[src/rtl/fixed_mac_pkg.sv]
// ---------------------------------------------------------------------------
// fixed_mac_pkg
// Shared types and width helpers for the fixed-point multiply-accumulate
// front end (fixed_mac_acc) and its adder (sat_add).
//   - mac_state_e : frame sequencing states ACCUM / DRAIN / HOLD
//   - frac_prod_w / prod_w / acc_w : derived widths WFP, PW, AW
//   - SAT_MAX / SAT_MIN : clamp limits for the default accumulator width
// Optional feature macro used by the consumers: FIXED_MAC_SATURATE_EN.
// ---------------------------------------------------------------------------
package fixed_mac_pkg;

    typedef enum logic [1:0] {
        ACCUM = 2'd0,
        DRAIN = 2'd1,
        HOLD  = 2'd2
    } mac_state_e;

    // Fractional bits of a product: WFP = WF1 + WF2
    function automatic int frac_prod_w(input int wf1, input int wf2);
        return wf1 + wf2;
    endfunction

    // Full-precision product width: PW = WI1 + WI2 + WFP
    function automatic int prod_w(input int wi1, input int wf1,
                                  input int wi2, input int wf2);
        return wi1 + wi2 + frac_prod_w(wf1, wf2);
    endfunction

    // Accumulator width: AW = WIA + WFP
    function automatic int acc_w(input int wia, input int wf1, input int wf2);
        return wia + frac_prod_w(wf1, wf2);
    endfunction

    localparam int DEF_AW = acc_w(12, 11, 11);

    // Most positive / most negative two's-complement values of the default accumulator
    localparam logic [DEF_AW-1:0] SAT_MAX = {1'b0, {(DEF_AW-1){1'b1}}};
    localparam logic [DEF_AW-1:0] SAT_MIN = {1'b1, {(DEF_AW-1){1'b0}}};

endpackage

[src/rtl/fixed_mac_acc_sat_add.sv]
// ---------------------------------------------------------------------------
// sat_add
// W-bit signed adder with overflow flag. Overflow is raised when both
// operands share a sign and the raw sum's sign differs.
// With FIXED_MAC_SATURATE_EN defined the sum clamps to the signed max/min in
// the direction of the overflow; otherwise it wraps (two's complement).
// Ports:
//   a_in    [W-1:0] in  : accumulator operand (signed)
//   b_in    [W-1:0] in  : addend (signed)
//   sum_out [W-1:0] out : wrapped or clamped sum
//   ovf_out         out : signed overflow of this add
// ---------------------------------------------------------------------------
module sat_add #(
    parameter int W = 34
) (
    input  logic [W-1:0] a_in,
    input  logic [W-1:0] b_in,
    output logic [W-1:0] sum_out,
    output logic         ovf_out
);

    logic [W-1:0] raw_s;
    logic         ovf_s;

    // Raw wrapping sum and signed-overflow detection
    always_comb begin
        raw_s = a_in + b_in;
        ovf_s = (a_in[W-1] == b_in[W-1]) && (raw_s[W-1] != a_in[W-1]);
    end

`ifdef FIXED_MAC_SATURATE_EN
    localparam logic [W-1:0] MAX_V = {1'b0, {(W-1){1'b1}}};
    localparam logic [W-1:0] MIN_V = {1'b1, {(W-1){1'b0}}};

    // Clamp toward the operands' common sign on overflow
    always_comb begin
        if (ovf_s) begin
            sum_out = a_in[W-1] ? MIN_V : MAX_V;
        end else begin
            sum_out = raw_s;
        end
    end
`else
    // Wrapping accumulation: pass the raw sum through
    always_comb begin
        sum_out = raw_s;
    end
`endif

    assign ovf_out = ovf_s;

endmodule

[src/rtl/fixed_mac_acc.sv]
// ---------------------------------------------------------------------------
// fixed_mac_acc
// Streaming signed fixed-point multiply-accumulate. Each accepted beat
// registers the exact product a*b (stage 1); stage 2 sign-extends it and
// adds it into a Q(WIA.WFP) accumulator. A frame ends on in_last; the sum,
// the beat count and a sticky overflow flag are then held on a valid/ready
// output until consumed, which also clears them for the next frame.
// Optional feature: FIXED_MAC_SATURATE_EN (clamping instead of wrapping).
// Ports:
//   clk, reset            : clock, synchronous active-high reset
//   in_valid/in_ready     : operand beat handshake, in_last marks frame end
//   a [WI1+WF1], b [WI2+WF2] : signed operands
//   out_valid/out_ready   : result handshake
//   acc_out [AW]          : frame sum, beat_cnt [CNT_W] : beats, overflow
// ---------------------------------------------------------------------------
module fixed_mac_acc
    import fixed_mac_pkg::*;
#(
    parameter int WI1   = 5,
    parameter int WF1   = 11,
    parameter int WI2   = 5,
    parameter int WF2   = 11,
    parameter int WIA   = 12,
    parameter int CNT_W = 8
) (
    input  logic                     clk,
    input  logic                     reset,
    input  logic                     in_valid,
    output logic                     in_ready,
    input  logic                     in_last,
    input  logic [WI1+WF1-1:0]       a,
    input  logic [WI2+WF2-1:0]       b,
    output logic                     out_valid,
    input  logic                     out_ready,
    output logic [WIA+WF1+WF2-1:0]   acc_out,
    output logic [CNT_W-1:0]         beat_cnt,
    output logic                     overflow
);

    localparam int PW = prod_w(WI1, WF1, WI2, WF2);
    localparam int AW = acc_w(WIA, WF1, WF2);

    mac_state_e       state_q, state_d;
    logic             in_ready_q, in_ready_d;
    logic             out_valid_q, out_valid_d;
    logic [PW-1:0]    prod_q, prod_d;
    logic             prod_vld_q, prod_vld_d;
    logic [AW-1:0]    acc_q, acc_d;
    logic [CNT_W-1:0] cnt_q, cnt_d;
    logic             ovf_q, ovf_d;

    logic             accept_s;
    logic             release_s;
    logic [PW-1:0]    a_ext_s, b_ext_s;
    logic [AW-1:0]    prod_ext_s;
    logic [AW-1:0]    sum_s;
    logic             add_ovf_s;

    assign accept_s  = in_valid && in_ready_q;
    assign release_s = out_valid_q && out_ready;

    // Frame sequencing: next state and registered handshake outputs
    always_comb begin
        state_d     = state_q;
        in_ready_d  = in_ready_q;
        out_valid_d = out_valid_q;
        case (state_q)
            ACCUM: begin
                out_valid_d = 1'b0;
                if (accept_s && in_last) begin
                    state_d    = DRAIN;
                    in_ready_d = 1'b0;
                end else begin
                    state_d    = ACCUM;
                    in_ready_d = 1'b1;
                end
            end
            DRAIN: begin
                in_ready_d = 1'b0;
                // Result is ready once the last product has left stage 1
                if (!prod_vld_q) begin
                    state_d     = HOLD;
                    out_valid_d = 1'b1;
                end else begin
                    state_d     = DRAIN;
                    out_valid_d = 1'b0;
                end
            end
            HOLD: begin
                if (release_s) begin
                    state_d     = ACCUM;
                    in_ready_d  = 1'b1;
                    out_valid_d = 1'b0;
                end else begin
                    state_d     = HOLD;
                    in_ready_d  = 1'b0;
                    out_valid_d = 1'b1;
                end
            end
            default: begin
                state_d     = ACCUM;
                in_ready_d  = 1'b0;
                out_valid_d = 1'b0;
            end
        endcase
    end

    // Stage 1 product and stage 2 accumulate/count/overflow next values
    always_comb begin
        // Low PW bits of the product of sign-extended operands are the exact signed product
        a_ext_s    = PW'($signed(a));
        b_ext_s    = PW'($signed(b));
        prod_vld_d = accept_s;
        if (accept_s) begin
            prod_d = a_ext_s * b_ext_s;
        end else begin
            prod_d = prod_q;
        end

        prod_ext_s = AW'($signed(prod_q));
        acc_d      = acc_q;
        cnt_d      = cnt_q;
        ovf_d      = ovf_q;
        if (release_s) begin
            acc_d = {AW{1'b0}};
            cnt_d = {CNT_W{1'b0}};
            ovf_d = 1'b0;
        end else if (prod_vld_q) begin
            acc_d = sum_s;
            ovf_d = ovf_q | add_ovf_s;
            if (cnt_q == {CNT_W{1'b1}}) begin
                cnt_d = cnt_q;
            end else begin
                cnt_d = cnt_q + {{(CNT_W-1){1'b0}}, 1'b1};
            end
        end else begin
            acc_d = acc_q;
        end
    end

    sat_add #(
        .W (AW)
    ) u_sat_add (
        .a_in    (acc_q),
        .b_in    (prod_ext_s),
        .sum_out (sum_s),
        .ovf_out (add_ovf_s)
    );

    // FSM state and handshake output registers
    always_ff @(posedge clk) begin
        if (reset) begin
            state_q     <= ACCUM;
            in_ready_q  <= 1'b0;
            out_valid_q <= 1'b0;
        end else begin
            state_q     <= state_d;
            in_ready_q  <= in_ready_d;
            out_valid_q <= out_valid_d;
        end
    end

    // Datapath registers: product pipeline, accumulator, count, overflow
    always_ff @(posedge clk) begin
        if (reset) begin
            prod_q     <= {PW{1'b0}};
            prod_vld_q <= 1'b0;
            acc_q      <= {AW{1'b0}};
            cnt_q      <= {CNT_W{1'b0}};
            ovf_q      <= 1'b0;
        end else begin
            prod_q     <= prod_d;
            prod_vld_q <= prod_vld_d;
            acc_q      <= acc_d;
            cnt_q      <= cnt_d;
            ovf_q      <= ovf_d;
        end
    end

    assign in_ready  = in_ready_q;
    assign out_valid = out_valid_q;
    assign acc_out   = acc_q;
    assign beat_cnt  = cnt_q;
    assign overflow  = ovf_q;

endmodule

[config.mk]
export PLATFORM = sky130hd
export DESIGN_NAME = fixed_mac_acc
export DESIGN_NICKNAME = d
export VERILOG_FILES = /design/src/rtl/fixed_mac_pkg.sv /design/src/rtl/fixed_mac_acc_sat_add.sv /design/src/rtl/fixed_mac_acc.sv
export SDC_FILE = /design/constraint.sdc
export NUM_CORES = 1
export LEC_CHECK = 0
export ABC_CLOCK_PERIOD_IN_PS = 16300
export CAP_MARGIN = 40
export CELL_PAD_IN_SITES_DETAIL_PLACEMENT = 0
export CELL_PAD_IN_SITES_GLOBAL_PLACEMENT = 1
export CORE_MARGIN = 5
export CORE_UTILIZATION = 53
export CTS_BUF_LIST = sky130_fd_sc_hd__clkbuf_4 sky130_fd_sc_hd__clkbuf_8
export DETAILED_ROUTE_END_ITERATION = 10
export PLACE_DENSITY = 0.93
export SYNTH_ARGS = -nofsm -noshare
export SYNTH_HDL_FRONTEND = slang
export SYNTH_HIERARCHICAL = 1
export SYNTH_SLANG_ARGS = --single-unit
[constraint.sdc]
create_clock -name clk -period 16.3 [get_ports clk]
set_input_delay 1.63 -clock clk [delete_from_list [all_inputs] [get_ports clk]]
set_output_delay 1.63 -clock clk [all_outputs]
set_load 0.01 [all_outputs]
==> results.md <==
* Number of distinct library cells after synthesis at 83
* Fmax at 123 MHz
* Fin Setup TNS at 0 ns
* Hold Crit Class: flip-flop to flip-flop
* CP startpoint kind: input port
* Hold buffers post-CTS at 0
* Global route total overflow at 0
* Final Cycle Share at 49.8%
* Outcome: complete, no violations
* Final RePlAce weighted congestion at 0.898
* Total number of H-tree levels at 3
* Area of the mapped netlist at 14800 um^2
* Layout area overhead at 8.71%
* Cell Chain, Critical Path: clkdlybuf4s50_1 > and2_1 > inv_1 > fa_1 > inv_1 > fa_1 > fa_1 > fa_1 > fa_1 > inv_1 > fa_1 > inv_1 > ha_1 > a21o_1 > a21oi_1 > nand3_1 > a311oi_1 > o31ai_1 > or3_1 > nand3_1 > a21oi_1
* Wire length of the first global-routing pass at 56.9 mm
* Clock sinks at 80
* Most used cell, CP: fa_1
* Post-synth net total at 2108
* Clock root buffer: clkbuf_8
* Initial Util at 53.4%
* Antenna violations before repair at 0
* Detailed placer's ending HPWL at 27.9 mm
* Clk buf depth at 2
* Die area at 31400 um^2
* Min Tclk post-route at 8.12 ns
* CP Capture Type: flip-flop
* CTS buffer count at 9
* Cell taking the most area after synthesis: fa_1
* Die X-Extent at 177 um
* Max Cap Viol at 0
* Input/output buffers at 81
* Fraction of final layout cells sized beyond drive strength 1 at 2.60%
* Crit-path slowest cell: fa_1
* Hold path start: prod_q[19]
* Top cell type's share of synthesized area at 35.6%
* DRC at 0
* Placed standard-cell area at 15900 um^2
* Final Hold Vio Count at 0
* Drt wl/cell at 16.1 um
* Synth top area cells: fa_1 (36%), dfxtp_1 (11%), ha_1 (10%)
* Worst-Margin Slew at 0.767 ns
* Final WL at 33.9 mm
* Pre-CTS WS at 7.75 ns
* Max incr delay on CP at 0.92 ns
* YS warnings at 6
* CP Data Arrival Time at 8.38 ns
* # rows at 61
* Req. time, crit path at 16.55 ns
* #FFs+latches synth at 80
* Vias in the first global route at 11900
* Drt first-iter violations at 740
* Mapped Cells at 1688
* Critical Path Fanout Max at 16
* Sequential area share after synthesis at 10.8%
* ANT cells at 0
* Post-Route Skew at 0.0110 ns
* Final std cell area, no fill at 16100 um^2
* Top_reg_cell synth: dfxtp_1
* Number of synthesized flops with an enable pin at 0
* Setup repair after global routing missed its margin: false
* Routed vias/inst at 5.44
* Post-CTS setup buffers at 0
* R2r startpoint: acc_out[0]
* Fin worst setup slack at 8.18 ns
* DRT Pass-1 Iters at 5
* Ports at 82
* Normalized max-slew margin at 48.7%
* TritonCTS clock tree: built
* Slew Viols, Final at 0
* Origin of the worst setup path: b[5]
* Reg clk slew, reported paths at 0.08 ns
* GRT Overall Usage at 22.2%
* Async S/R FF share, synth at 0%
* FILL cells at 2519
* Post-layout nets at 2147
* Routed Antenna Nets at 0
* Final setup fails at 0
* Vias at 11500
* Synthesized area per cell at 8.77 um^2
* Clk_lat worst skew at 0.38 ns
* Pin count of the biggest net entering global routing at 44
* Die Y at 177 um
* Core area at 27700 um^2
* Setup CP Type: input port to flip-flop
* Cts repair resizes at 0
registers in the layout, summed over array words and instances, names as in the netlist:
register,cells
beat_cnt,8
out_valid,1
prod_vld_q,1
in_ready,1
prod_q,32
overflow,1
state_q,2
acc_out,34
per-layer routing:
layer | GRT usage [%] | wire (um) | vias up
li1 | - | - | 5380
met1 | 27.0 | 13500 | 5753
met2 | 41.7 | 18200 | 285
met3 | 3.18 | 1550 | 57
met4 | 5.06 | 652 | 0
met5 | 0 | 0 | -
metrics by stage:
step,instances,hold slack [ns],util (%)
finish,2110,0.464,58.1
detailed placement,2094,0.452,57.3
floorplan,1688,0.436,-
global placement,2094,0.447,57.3
CTS,2110,0.466,58.1
global route,2110,0.483,58.1
cells in the mapped netlist, drive strengths merged (6+ instances only):
library cell and n:
o211ai 9, nor2 88, ha 120, nand2b 10
a211oi 12, o21a 10, o21ai 42, inv 333
nand4 7, fa 263, clkbuf 52, nand3 17
dfxtp 80, a21o 22, nor3b 7, or3 8
nand3b 6, and2 117, and3 10, nand2 202
xor2 19, a31oi 8, mux2i 38, xnor2 39
a21boi 7, buf 6, nor3 21, a21oi 68
logic make-up (layout without fill, tap and decap cells):
kind of cell	count (synthesis)	after routing	share of synthesized area (%)
xor gates and xnor gates	58	58	3.43
adders and majority gates	383	383	45.7
DFF	80	80	10.8
muxes	38	38	2.57
AOI/OAI and AO/OA	228	228	10.7
buffers and inverters	392	436	10.1
and+or+nand+nor	509	509	16.7
cell usage in the layout, fill, tap and decap left out, types with 16 or more instances in the layout:
| cell | synthesis | final |
|---|---|---|
| inv_1 | 333 | 333 |
| fa_1 | 263 | 263 |
| nand2_1 | 201 | 201 |
| ha_1 | 120 | 120 |
| and2_1 | 117 | 117 |
| nor2_1 | 87 | 87 |
| clkdlybuf4s50_1 | 0 | 81 |
| dfxtp_1 | 80 | 79 |
| a21oi_1 | 66 | 66 |
| xnor2_1 | 39 | 39 |
| mux2i_1 | 38 | 38 |
| o21ai_0 | 27 | 27 |
| a21o_1 | 22 | 22 |
| nor3_1 | 21 | 21 |
| xor2_1 | 19 | 19 |
| nand3_1 | 16 | 16 |
final timing paths:
check	end	slack [ns]	depth (start not counted)
min	prod_q[19]	0.46	2
min reg2reg	prod_q[19]	0.46	2
max	prod_q[28]	8.18	21
max reg2reg	acc_out[26]	13.49	11
critical path: cells and delay by family:
| kind | cells | cell delay [ns] |
|---|---|---|
| AO/OA/AOI/OAI | 5 | 1.01 |
| adder cells (fa/ha/maj) | 7 | 3.89 |
| AND/OR/NAND/NOR | 4 | 0.76 |
| buffers and inverters | 5 | 1.07 |
area by class of cell:
class	count	area, um^2	share of cell area [%]
Clock buffer	9	124	0.770
Inverter	334	1250	7.79
Multi-Input combinational cell	1216	11700	72.8
Sequential cell	80	1600	9.96
Tap cell	378	473	2.94
Timing Repair Buffer	86	848	5.27
Clock inverter	7	80.1	0.498
Power is left out: the tool's default activity adds up to more than one toggle a clock period on the data nets, which glitch-free logic cannot reach.
==> edit: new RTL, same settings <==
Encoding of `mac_state_e`: now one-hot (3 bits for 3 states).
--- a/src/rtl/fixed_mac_pkg.sv
+++ b/src/rtl/fixed_mac_pkg.sv
@@ -11,6 +11,6 @@
 
-    typedef enum logic [1:0] {
-        ACCUM = 2'd0,
-        DRAIN = 2'd1,
-        HOLD  = 2'd2
+    typedef enum logic [2:0] {
+        ACCUM = 3'b001,
+        DRAIN = 3'b010,
+        HOLD  = 3'b100
     } mac_state_e;
Formal check against the unedited RTL: no difference found for any inputs over 10 cycles, from zero or initial values and one cycle with reset high; not proved beyond that.
==> edit against the original RTL <==
  * Count of clock-buffer cells in the layout rose by 1
  * Sequential cell count up 1
  * Die area is 0.14% higher
  * Register-to-register slack lost 50 ps
  * Largest cell class unchanged
  * Non-clock buffer count increased by 1
  * Critical path depth down 1
  * Design area rose by 0.19%
  * Sequential share of layout area rose by 0.11 points
  * Routed wire length up 0.42%
  * Area after synthesis grew 0.14%
  * Worst setup slack lost 16 ps
Power is left out: the tool's default activity adds up to more than one toggle a clock period on the data nets, which glitch-free logic cannot reach.
==> edit: results (changes against the original RTL) <==
The total wire length was 34100 um (+0.42%). The setup slack of the most critical reg-to-reg path came out at 13440 ps (-50 ps). The final RePlAce weighted congestion is 0.898 (about the same).

The net count of the mapped netlist was 2104 (-0.19%). The flip-flop count of the largest register after layout came out at 34 (unchanged). The startpoint identified for the worst hold timing path is prod_q[11]$_SDFFE_PP0P_.

The fraction of final layout cells sized beyond drive strength 1 came to 3.00% (+0.41 points). The maximum single-stage delay on the critical path came out at 950 ps (+30 ps). The net total in the final layout came out at 2142 (-0.23%). In the post-synthesis netlist, the biggest area contributors are sky130_fd_sc_hd__fa_1 (36%), sky130_fd_sc_hd__dfxtp_1 (11%), sky130_fd_sc_hd__ha_1 (9.8%), sky130_fd_sc_hd__inv_1 (8.3%), sky130_fd_sc_hd__nand2_1 (5.2%). The count of vias placed by the detailed router is 11500 (-0.17%). The worst endpoint data arrival time is 8410 ps (+30 ps).

The post-place setup slack came to 7780 ps (+34.7 ps). The run finished with clean final reports. The maximum number of pins on one net before global-route repair is 45 (+2.3%). The commonest cells after synthesis are sky130_fd_sc_hd__inv_1 (328), sky130_fd_sc_hd__fa_1 (263), sky130_fd_sc_hd__nand2_1 (206). The worst hold path terminates at prod_q[11]$_SDFFE_PP0P_. The endpoint identified for the worst register-to-register timing path is acc_out[26]$_SDFFE_PP0P_. The portion of the post-synthesis area used by sequential elements came out at 10.9% (+0.12 points).

The combined global-route utilization of all metal layers is 22.5% (+0.24 points). The global-route wire length before repair is 57700 um (+1.3%). The number of DRC markers in iteration 0 is 634 (-14%). The clock latency of the later-clocked register in the worst-skew pair came out at 360 ps (-20 ps). The family with the most delay on the worst path is adder cells.

The worst clock skew came out at 8.02 ps (-3.01 ps). The worst hold margin came to 465 ps (+0.532 ps).
-- edit: cell type report --
cell class,count,area (um^2)
Tap cell,378,473
Clock inverter,6,75.1
Fill cell,2521,11600
Multi-Input combinational cell,1218,11700
Inverter,329,1230
Timing Repair Buffer,87,856
Sequential cell,81,1620
Clock buffer,10,138
-- edit: cells by family after synthesis --
| logic type | Yosys count | synth area share [%] |
|---|---|---|
| compound gates | 221 | 10.6 |
| xor+xnor | 61 | 3.61 |
| fa+ha+maj | 379 | 45.3 |
| buf+inv | 389 | 9.99 |
| flops | 81 | 10.9 |
| mux | 40 | 2.70 |
| simple gates | 517 | 16.8 |
-- edit: through the flow --
step / cells / area (um^2)
after floorplan: 1688 / 14800
after global placement: 2093 / 15900
after detailed placement: 2093 / 15900
after CTS: 2109 / 16100
after global routing: 2109 / 16100
final: 2109 / 16100
-- edit: how the worst max path moves through the flow --
stage	depth (start not counted)	to	startpoint	slack [ps]
2_1_floorplan	19	prod_q[31]$_SDFFE_PP0P_	a[15]	8830
3_3_place_gp	20	prod_q[31]$_SDFFE_PP0P_	a[15]	7890
3_5_place_dp	20	prod_q[31]$_SDFFE_PP0P_	a[15]	7780
4_1_cts	20	prod_q[31]$_SDFFE_PP0P_	a[15]	8160
5_1_grt	20	prod_q[31]$_SDFFE_PP0P_	a[15]	7810
6_report	20	prod_q[31]$_SDFFE_PP0P_	a[15]	8160
-- edit: per-layer routing --
layer	up-vias	GRT usage [%]	share of wire, %
li1	5372	-	-
met4	0	4.80	2.0
met3	52	3.33	4.6
met5	-	0	0
met1	5764	29.1	41
met2	267	40.1	52
